==> src/rtl/boot_loader_if.sv <==
// Boot loader signal bundle: byte stream in, memory write port, pc load and core control out.
// master = the loader, slave = the stream source / memory / core side.
interface boot_loader_if;
    logic [7:0]  RX_DATA;
    logic        RX_VALID;
    logic        RX_READY;
    logic [15:0] MEM_ADDR;
    logic [7:0]  MEM_DIN;
    logic        MEM_WE;
    logic        BUS_OWN;
    logic        CPU_R;
    logic [7:0]  PC_LO;
    logic [7:0]  PC_HI;
    logic        PC_WR;
    logic        DONE;
    logic        ERR;

    modport master (
        input  RX_DATA, RX_VALID,
        output RX_READY, MEM_ADDR, MEM_DIN, MEM_WE, BUS_OWN, CPU_R,
               PC_LO, PC_HI, PC_WR, DONE, ERR
    );

    modport slave (
        output RX_DATA, RX_VALID,
        input  RX_READY, MEM_ADDR, MEM_DIN, MEM_WE, BUS_OWN, CPU_R,
               PC_LO, PC_HI, PC_WR, DONE, ERR
    );
endinterface

==> src/rtl/boot_loader.sv <==
// Framed byte-stream boot loader: writes the image to memory, loads pc, then releases the core.
// Define BOOT_LOADER_CHECKSUM_EN to expect and verify a trailing XOR checksum byte.
module boot_loader #(
    parameter logic [15:0] IDLE_TIMEOUT = 16'd50000
) (
    input  logic          CLK,
    input  logic          R_N,
    boot_loader_if.master bus
);
    localparam logic [7:0] SYNC_BYTE = 8'hA5;

    typedef enum logic [2:0] {
        S_SYNC    = 3'd0,
        S_HDR     = 3'd1,
        S_DATA    = 3'd2,
`ifdef BOOT_LOADER_CHECKSUM_EN
        S_CHECK   = 3'd3,
`endif
        S_LOAD_PC = 3'd4,
        S_RUN     = 3'd5
    } state_t;

`ifdef BOOT_LOADER_CHECKSUM_EN
    localparam state_t S_FRAME_END = S_CHECK;
`else
    localparam state_t S_FRAME_END = S_LOAD_PC;
`endif

    state_t      state_reg, state_next;

    logic        rx_ready_reg;
    logic [15:0] mem_addr_reg;
    logic [7:0]  mem_din_reg;
    logic        mem_we_reg;
    logic        bus_own_reg;
    logic        cpu_r_reg;
    logic [7:0]  pc_lo_reg;
    logic [7:0]  pc_hi_reg;
    logic        pc_wr_reg;
    logic        done_reg;
    logic        err_reg;

    // Header bytes in arrival order: load lo/hi, length lo/hi, start lo/hi
    logic [7:0]  hdr_reg [6];
    logic [2:0]  hdr_idx_reg;
    logic [15:0] ptr_reg;
    logic [15:0] rem_reg;
    logic [15:0] idle_cnt_reg;
    logic [7:0]  csum_reg;

    logic        xfer;
    logic        in_frame;
    logic        timeout;
    logic        cks_bad;

    assign xfer = bus.RX_VALID && rx_ready_reg;

    always_ff @(posedge CLK or negedge R_N) begin
        if (!R_N) state_reg <= S_SYNC;
        else      state_reg <= state_next;
    end

    always_comb begin
        state_next = state_reg;
        in_frame   = 1'b0;
        timeout    = 1'b0;
        cks_bad    = 1'b0;
        case (state_reg)
            S_SYNC: begin
                if (xfer && bus.RX_DATA == SYNC_BYTE) state_next = S_HDR;
            end
            S_HDR: begin
                in_frame = 1'b1;
                if (xfer && hdr_idx_reg == 3'd5)
                    state_next = ({hdr_reg[3], hdr_reg[2]} == 16'd0) ? S_FRAME_END : S_DATA;
            end
            S_DATA: begin
                in_frame = 1'b1;
                if (xfer && rem_reg == 16'd1) state_next = S_FRAME_END;
            end
`ifdef BOOT_LOADER_CHECKSUM_EN
            S_CHECK: begin
                in_frame = 1'b1;
                if (xfer) begin
                    if (bus.RX_DATA == csum_reg) begin
                        state_next = S_LOAD_PC;
                    end else begin
                        cks_bad    = 1'b1;
                        state_next = S_SYNC;
                    end
                end
            end
`endif
            S_LOAD_PC: state_next = S_RUN;
            S_RUN:     state_next = S_RUN;
            default:   state_next = S_SYNC;
        endcase
        // An accepted byte on the terminal-count cycle keeps the frame alive
        if (in_frame && !xfer && idle_cnt_reg == IDLE_TIMEOUT - 16'd1) begin
            timeout    = 1'b1;
            state_next = S_SYNC;
        end
    end

    // Core-side outputs follow state_reg, so PC_WR lands the cycle after the final write
    always_ff @(posedge CLK or negedge R_N) begin
        if (!R_N) begin
            rx_ready_reg <= 1'b0;
            mem_addr_reg <= 16'd0;
            mem_din_reg  <= 8'd0;
            mem_we_reg   <= 1'b0;
            bus_own_reg  <= 1'b1;
            cpu_r_reg    <= 1'b1;
            pc_lo_reg    <= 8'd0;
            pc_hi_reg    <= 8'd0;
            pc_wr_reg    <= 1'b0;
            done_reg     <= 1'b0;
            err_reg      <= 1'b0;
            hdr_idx_reg  <= 3'd0;
            ptr_reg      <= 16'd0;
            rem_reg      <= 16'd0;
            idle_cnt_reg <= 16'd0;
            csum_reg     <= 8'd0;
            for (int i = 0; i < 6; i++) hdr_reg[i] <= 8'd0;
        end else begin
            rx_ready_reg <= (state_next != S_LOAD_PC) && (state_next != S_RUN);
            mem_we_reg   <= 1'b0;
            pc_wr_reg    <= (state_reg == S_LOAD_PC);
            cpu_r_reg    <= (state_reg != S_RUN);
            bus_own_reg  <= (state_reg != S_RUN);
            done_reg     <= done_reg | (state_reg == S_RUN);
            idle_cnt_reg <= (in_frame && !xfer && !timeout) ? idle_cnt_reg + 16'd1 : 16'd0;
            if (timeout || cks_bad) err_reg <= 1'b1;
            if (state_reg == S_LOAD_PC) begin
                pc_lo_reg <= hdr_reg[4];
                pc_hi_reg <= hdr_reg[5];
            end
            if (xfer) begin
                case (state_reg)
                    S_SYNC: begin
                        if (bus.RX_DATA == SYNC_BYTE) begin
                            err_reg     <= 1'b0;
                            hdr_idx_reg <= 3'd0;
                            csum_reg    <= 8'd0;
                        end
                    end
                    S_HDR: begin
                        hdr_reg[hdr_idx_reg] <= bus.RX_DATA;
                        hdr_idx_reg          <= hdr_idx_reg + 3'd1;
                        csum_reg             <= csum_reg ^ bus.RX_DATA;
                        if (hdr_idx_reg == 3'd5) begin
                            ptr_reg <= {hdr_reg[1], hdr_reg[0]};
                            rem_reg <= {hdr_reg[3], hdr_reg[2]};
                        end
                    end
                    S_DATA: begin
                        mem_we_reg   <= 1'b1;
                        mem_addr_reg <= ptr_reg;
                        mem_din_reg  <= bus.RX_DATA;
                        ptr_reg      <= ptr_reg + 16'd1;
                        rem_reg      <= rem_reg - 16'd1;
                        csum_reg     <= csum_reg ^ bus.RX_DATA;
                    end
                    default: ;
                endcase
            end
        end
    end

    assign bus.RX_READY = rx_ready_reg;
    assign bus.MEM_ADDR = mem_addr_reg;
    assign bus.MEM_DIN  = mem_din_reg;
    assign bus.MEM_WE   = mem_we_reg;
    assign bus.BUS_OWN  = bus_own_reg;
    assign bus.CPU_R    = cpu_r_reg;
    assign bus.PC_LO    = pc_lo_reg;
    assign bus.PC_HI    = pc_hi_reg;
    assign bus.PC_WR    = pc_wr_reg;
    assign bus.DONE     = done_reg;
    assign bus.ERR      = err_reg;
endmodule

==> src/flat_wrapper.sv <==
// flat-port wrapper written by rule: the top's interface ports become plain ports
module boot_loader_flat 
#(
    parameter logic [15:0] IDLE_TIMEOUT = 16'd50000
)
  (CLK, R_N, bus_RX_DATA, bus_RX_VALID, bus_RX_READY, bus_MEM_ADDR, bus_MEM_DIN, bus_MEM_WE, bus_BUS_OWN, bus_CPU_R, bus_PC_LO, bus_PC_HI, bus_PC_WR, bus_DONE, bus_ERR);
  boot_loader_if bus_i ();
  input  logic CLK;
  input  logic R_N;
  input wire logic [$bits(bus_i.RX_DATA)-1:0] bus_RX_DATA;
  input wire logic [$bits(bus_i.RX_VALID)-1:0] bus_RX_VALID;
  output wire logic [$bits(bus_i.RX_READY)-1:0] bus_RX_READY;
  output wire logic [$bits(bus_i.MEM_ADDR)-1:0] bus_MEM_ADDR;
  output wire logic [$bits(bus_i.MEM_DIN)-1:0] bus_MEM_DIN;
  output wire logic [$bits(bus_i.MEM_WE)-1:0] bus_MEM_WE;
  output wire logic [$bits(bus_i.BUS_OWN)-1:0] bus_BUS_OWN;
  output wire logic [$bits(bus_i.CPU_R)-1:0] bus_CPU_R;
  output wire logic [$bits(bus_i.PC_LO)-1:0] bus_PC_LO;
  output wire logic [$bits(bus_i.PC_HI)-1:0] bus_PC_HI;
  output wire logic [$bits(bus_i.PC_WR)-1:0] bus_PC_WR;
  output wire logic [$bits(bus_i.DONE)-1:0] bus_DONE;
  output wire logic [$bits(bus_i.ERR)-1:0] bus_ERR;
  assign bus_i.RX_DATA = bus_RX_DATA;
  assign bus_i.RX_VALID = bus_RX_VALID;
  assign bus_RX_READY = bus_i.RX_READY;
  assign bus_MEM_ADDR = bus_i.MEM_ADDR;
  assign bus_MEM_DIN = bus_i.MEM_DIN;
  assign bus_MEM_WE = bus_i.MEM_WE;
  assign bus_BUS_OWN = bus_i.BUS_OWN;
  assign bus_CPU_R = bus_i.CPU_R;
  assign bus_PC_LO = bus_i.PC_LO;
  assign bus_PC_HI = bus_i.PC_HI;
  assign bus_PC_WR = bus_i.PC_WR;
  assign bus_DONE = bus_i.DONE;
  assign bus_ERR = bus_i.ERR;
  boot_loader #(.IDLE_TIMEOUT(IDLE_TIMEOUT)) u_core (.CLK(CLK), .R_N(R_N), .bus(bus_i));
endmodule
==> config.mk <==
export PLATFORM = sky130hd
export DESIGN_NAME = boot_loader_flat
export DESIGN_NICKNAME = d
export VERILOG_FILES = /design/src/rtl/boot_loader_if.sv /design/src/rtl/boot_loader.sv /design/src/flat_wrapper.sv
export SDC_FILE = /design/constraint.sdc
export NUM_CORES = 1
export LEC_CHECK = 0
export ABC_AREA = 1
export CORE_MARGIN = 2
export CORE_UTILIZATION = 40
export DETAILED_ROUTE_END_ITERATION = 10
export PLACE_DENSITY_LB_ADDON = 0.3
export SLEW_MARGIN = 30
export SYNTH_ARGS = -nofsm -noshare
export SYNTH_HDL_FRONTEND = slang
export SYNTH_SLANG_ARGS = --single-unit
==> constraint.sdc <==
create_clock -name CLK -period 1.6 [get_ports CLK]
set_input_delay 0.32 -clock CLK [delete_from_list [all_inputs] [get_ports CLK]]
set_output_delay 0.32 -clock CLK [all_outputs]
set_load 0.02 [all_outputs]
Yosys cells after proc, flatten, opt, wreduce, memory -nomap -nowiden
Cells that the tools add are included.
{ "totals": {"register_bits": 148, "in_bits": 11, "out_inout_bits": 47, "elab_cells": 87} }
{ "classes": {"n_addsub": 4, "magnitude_cmp": 2, "n_eq_ne": 13, "n_mux": 24, "bitwise": 2, "reduce_logical": 21} }
{ "op_table": {"columns": ["cell", "n"], "rows": [
  ["16-bit one-hot mux with 2 select lines", 2],
  ["48-bit bitwise mux", 1],
  ["16-bit two-way mux", 3],
  ["16-bit by 1-bit adder with 16-bit output (second input constant)", 2],
  ["8-bit demux with 3-bit select", 1],
  ["3-bit two-way mux", 6],
  ["16-bit by 1-bit == test with 1-bit output (second input constant)", 1],
  ["16-bit == test (second input constant)", 1],
  ["16-bit logical NOT", 1],
  ["16-bit by 1-bit subtractor with 16-bit output (second input constant)", 1],
  ["3-bit one-hot mux with 4 select lines", 1],
  ["3-bit == test (second input constant)", 3],
  ["1-bit logical AND", 9],
  ["3-bit != test (second input constant)", 3],
  ["8-bit == test (second input constant)", 1],
  ["1-bit two-way mux", 8],
  ["8-bit two-way mux", 1],
  ["3-bit one-hot mux with 2 select lines", 1],
  ["3-bit AND reduction", 2],
  ["4-bit greater-or-equal comparator (second input constant)", 1],
  ["4-bit by 1-bit < comparator with 1-bit output (second input constant)", 1],
  ["2-bit by 1-bit != test with 1-bit output (second input constant)", 2],
  ["3-bit inverter with 4-bit output", 1],
  ["2-bit AND reduction", 2],
  ["other kinds (8)", 11]
]} }

Logic depth before layout (Yosys ltp)
{ "depth": {"depth_word": 10, "ltp_mapped": 10, "depth_no_buf": 10} }

Worst setup path before layout
No wires, ideal clock.
{ "synth_path": {"kind": "register -> register", "from": "register u_core.hdr_idx_reg[0]", "to": "register u_core.rem_reg[11]", "setup_ns": 0.123, "t_arrival_ns": 1.385, "required_ns": 1.477, "setup_slack_ns": 0.092, "stages_incl_launch_ff": 8, "path_buffers": 1, "path_cell_list": "dfrtp_1 ha_1 nand2_1 nand2_1 nand3_2 buf_2 o21ai_0 nand2_1"} }
{ "synth_via": {"elab_chain_len": 3} }
{ "synth_rtl": {"columns": ["element", "line_no", "text"], "rows": [
  ["start: declaration", "boot_loader.sv:45", "logic [2:0] hdr_idx_reg;"],
  ["start signal: assignment", "boot_loader.sv:149", "hdr_idx_reg <= hdr_idx_reg + 3'd1;"],
  ["3-bit == test", "boot_loader.sv:151", "if (hdr_idx_reg == 3'd5) begin"],
  ["2-bit by 1-bit != test with 1-bit output (no line)", null, null],
  ["3-bit AND reduction (no line)", null, null],
  ["end signal: assignment", "boot_loader.sv:153", "rem_reg <= {hdr_reg[3], hdr_reg[2]};"],
  ["end signal: assignment", "boot_loader.sv:161", "rem_reg <= rem_reg - 16'd1;"],
  ["end: declaration", "boot_loader.sv:47", "logic [15:0] rem_reg;"]
]} }
Every way passes these cells.
A chain may end at the register's enable or synchronous reset.

==> impl_metrics.csv <==
group,metric,value,unit
setup_path,endpoint_kind,"output pin",
setup_path,cpPeakStageDelay,0.53,ns
yosys,synth.area.top_cells,"dfrtp_1 (51%), nand2_1 (17%), nor2_1 (6.6%)",
floorplanning,die_area,19200,µm²
finish,drive_gt1_frac,0.128,
setup_path,crit_path_max_fanout,2,
detailed_routing,routed_wl,17300,µm
yosys,synthDistinctLibCells,32,
setup_path,critPathSlowestCell,"dfstp_2",
sta,tightest_slew,0.408,ns
finish,final_nets,1036,
setup_path,cp.required,1.28,ns
power_and_ir_drop,leakage,4.50,nW
setup_path,arrival,1.23,ns
clock_network,clock_path_buffers,2,
detailed_routing,ant_nets,0,
detailed_routing,drtIter0Drc,370,
floorplanning,rows,49,
detailed_routing,drc_errors,0,
yosys,yosysSeqAreaShare,0.512,
yosys,avgSynthCellArea,7.93,µm²
finish,final_util,0.508,
sta,final-max-slew-violation-count,0,
floorplanning,initial_core_util,0.406,
clock_network,numCtsBuffers,17,
worst_hold_path,min_path_type,"input port to asynchronous set/reset pin",
clock_network,clk_pin_slew_worst_paths,0.06,ns
yosys,synth_top_area_cell,"dfrtp_1",
grt,grt_max_degree,44,
yosys,synth_warnings,0,
floorplanning,core,17800,µm²
placement,routabilityCongestion,0.884,
sta,fmax,0.643,GHz
sta,layout_setup_ws,0.0452,ns
sta,fin_skew,0.00904,ns
floorplanning,die_y,139,µm
grt,antenna_found_initial,0,
sta,rsz0062_at_grt,"yes",
detailed_routing,wl_per_cell,13.7,µm
finish,diodes,0,
clock_network,clock_sinks,148,
sta,slew_headroom,0.728,
yosys,yosys.area.top_type_share,0.508,
grt,grt_pass1_vias,5889,
grt,grt_pass1_wl,28900,µm
yosys,synth.ff_latch_count,148,
sta,min_period,1.55,ns
clock_network,cts_tree,"done",
run,max_cap_violations,0,
finish,area_delta_synth_final,25.2,%
clock_network,cts_max_level,4,
setup_path,crit_family,"flip-flops",
power_and_ir_drop,powerDensity,906,nW/µm²
sta,min_period_over_period,0.972,
grt,gr-total-overflow,0,
setup_path,cp-start-kind,"flip-flop",
setup_path,crit_type,"flip-flop to output pin",
power_and_ir_drop,vdd_ir_drop_max,0.744,mV
grt,grt_util_all_layers,0.184,
yosys,synthesis.nets,930,
detailed_routing,first_pass_iters,7,
floorplanning,io_pins,58,
clock_network,insertion_delay,0.42,ns
detailed_routing,vias,6117,
placement,pre_cts_ws,-0.210,ns
sta,setup-violations-final,0,
detailed_routing,routed_via_density,4.86,
yosys,syn_area,7240,µm²
run_status,status,"finished clean",
yosys,synthCells,913,
floorplanning,die_w,139,µm
clock_network,cts_root_buf,"clkbuf_16",
setup_path,critPathBufInv,1,
sta,finalHoldViolations,0,
placement,port_buffers,57,
finish,largest_reg_flops,48,
placement,detailed_place_hpwl,12000,µm
setup_path,path_cells,"clkdlybuf4s15_1",
metrics by stage:
step	std cells	TNS (ns)	hold WS [ns]	instance area, µm²	total power, mW
after floorplan	913	0	0.0244	7240	3.83
after global placement	1221	-9.72	0.255	8360	3.98
after detailed placement	1221	-11.62	0.255	8360	3.98
after CTS	1251	0	0.383	8940	8.29
after global routing	1258	-0.110	0.403	9070	8.48
final	1258	0	0.374	9070	8.21
cells by family (layout without fill, tap and decap cells):
| family | Yosys count | in the layout | synth area share |
|---|---|---|---|
| AOI/OAI and AO/OA | 109 | 109 | 0.0810 |
| and+or+nand+nor | 542 | 542 | 0.316 |
| xor gates and xnor gates | 13 | 13 | 0.0157 |
| adders and majority gates | 6 | 6 | 0.0104 |
| buffers and inverters | 95 | 211 | 0.0648 |
| DFF | 148 | 148 | 0.512 |
cell type report:
cell class                 instances  area [µm²]
clock buffer                      20         447
clock inverter                     9         180
timing repair buffer             113        1080
multi-input combinational        670        3110
tap                              229         287
fill                            1704        8770
sequential                       148        3710
inverter                          69         259
what timing repair did:
action,in CTS,in global routing
buffers inserted,0,6
endpoints found under the hold margin,31,0
resized for setup,47,21
hold buffers,1,0
pin swaps,0,3
gates cloned,0,1
endpoints found under the setup margin,47,36
final timing paths:
check	endpoint	slack (ns)	start	depth (start not counted)
worst max-delay path	bus_CPU_R	0.05	u_core.bus.BUS_OWN	1
worst min-delay path	u_core.bus.MEM_ADDR[12]	0.37	R_N	2
worst max register to register	u_core.rem_reg[6]	0.10	u_core.state_reg[1]	8
worst min register to register	u_core.bus.MEM_ADDR[10]	0.46	u_core.bus.MEM_ADDR[10]	2
max in group asynchronous	u_core.hdr_reg[45]	0.60	R_N	3
min in group CLK	u_core.bus.MEM_ADDR[10]	0.46	u_core.bus.MEM_ADDR[10]	2
where the power goes:
group / leakage (nW) / switching, mW / internal, mW
logic: 2.18 / 0.120 / 0.0421
registers: 2.01 / 0 / 3.74
clock network: 0.302 / 1.52 / 2.78
cell usage after synthesis:
cell        n
nand4_1    11
o21ai_1    43
o211ai_1    1
buf_4       7
nor2_8      1
a21oi_1     9
o21ai_2     8
and3_1      2
o21ai_0    44
nor2_4      3
o21bai_1    3
nor2_1    127
nand3b_1    1
nand3_4     4
nand2_1   325
nand4_4     1
inv_1      62
o22ai_1     1
nor2_2      1
dfrtp_1   147
dfstp_2     1
nand2_2     3
xnor2_1     2
buf_6      10
nor3_1     17
nand3_1    39
buf_2       9
nand3_2     3
xor2_1     11
inv_2       7
ha_1        6
or2_2       4
metal layers:
metal | GRT usage | up-vias | wire (µm)
li1 | - | 3106 | -
met1 | 0.255 | 2888 | 8340
met2 | 0.299 | 113 | 8170
met4 | 0.0419 | 0 | 135
met3 | 0.0401 | 10 | 611
met5 | 0 | - | 0
cell usage in the layout (no fill, tap or decap), types with 11 or more instances in the layout:
cell type / n
dfrtp_1: 146
o21ai_1: 44
xor2_1: 11
nor2_1: 119
nor3_1: 17
buf_4: 43
nand4_1: 11
dlygate4sd2_1: 45
o21ai_0: 43
nand2_1: 323
nand3_1: 39
inv_1: 61
clkbuf_16: 18
(Power assumes the default switching activity.)
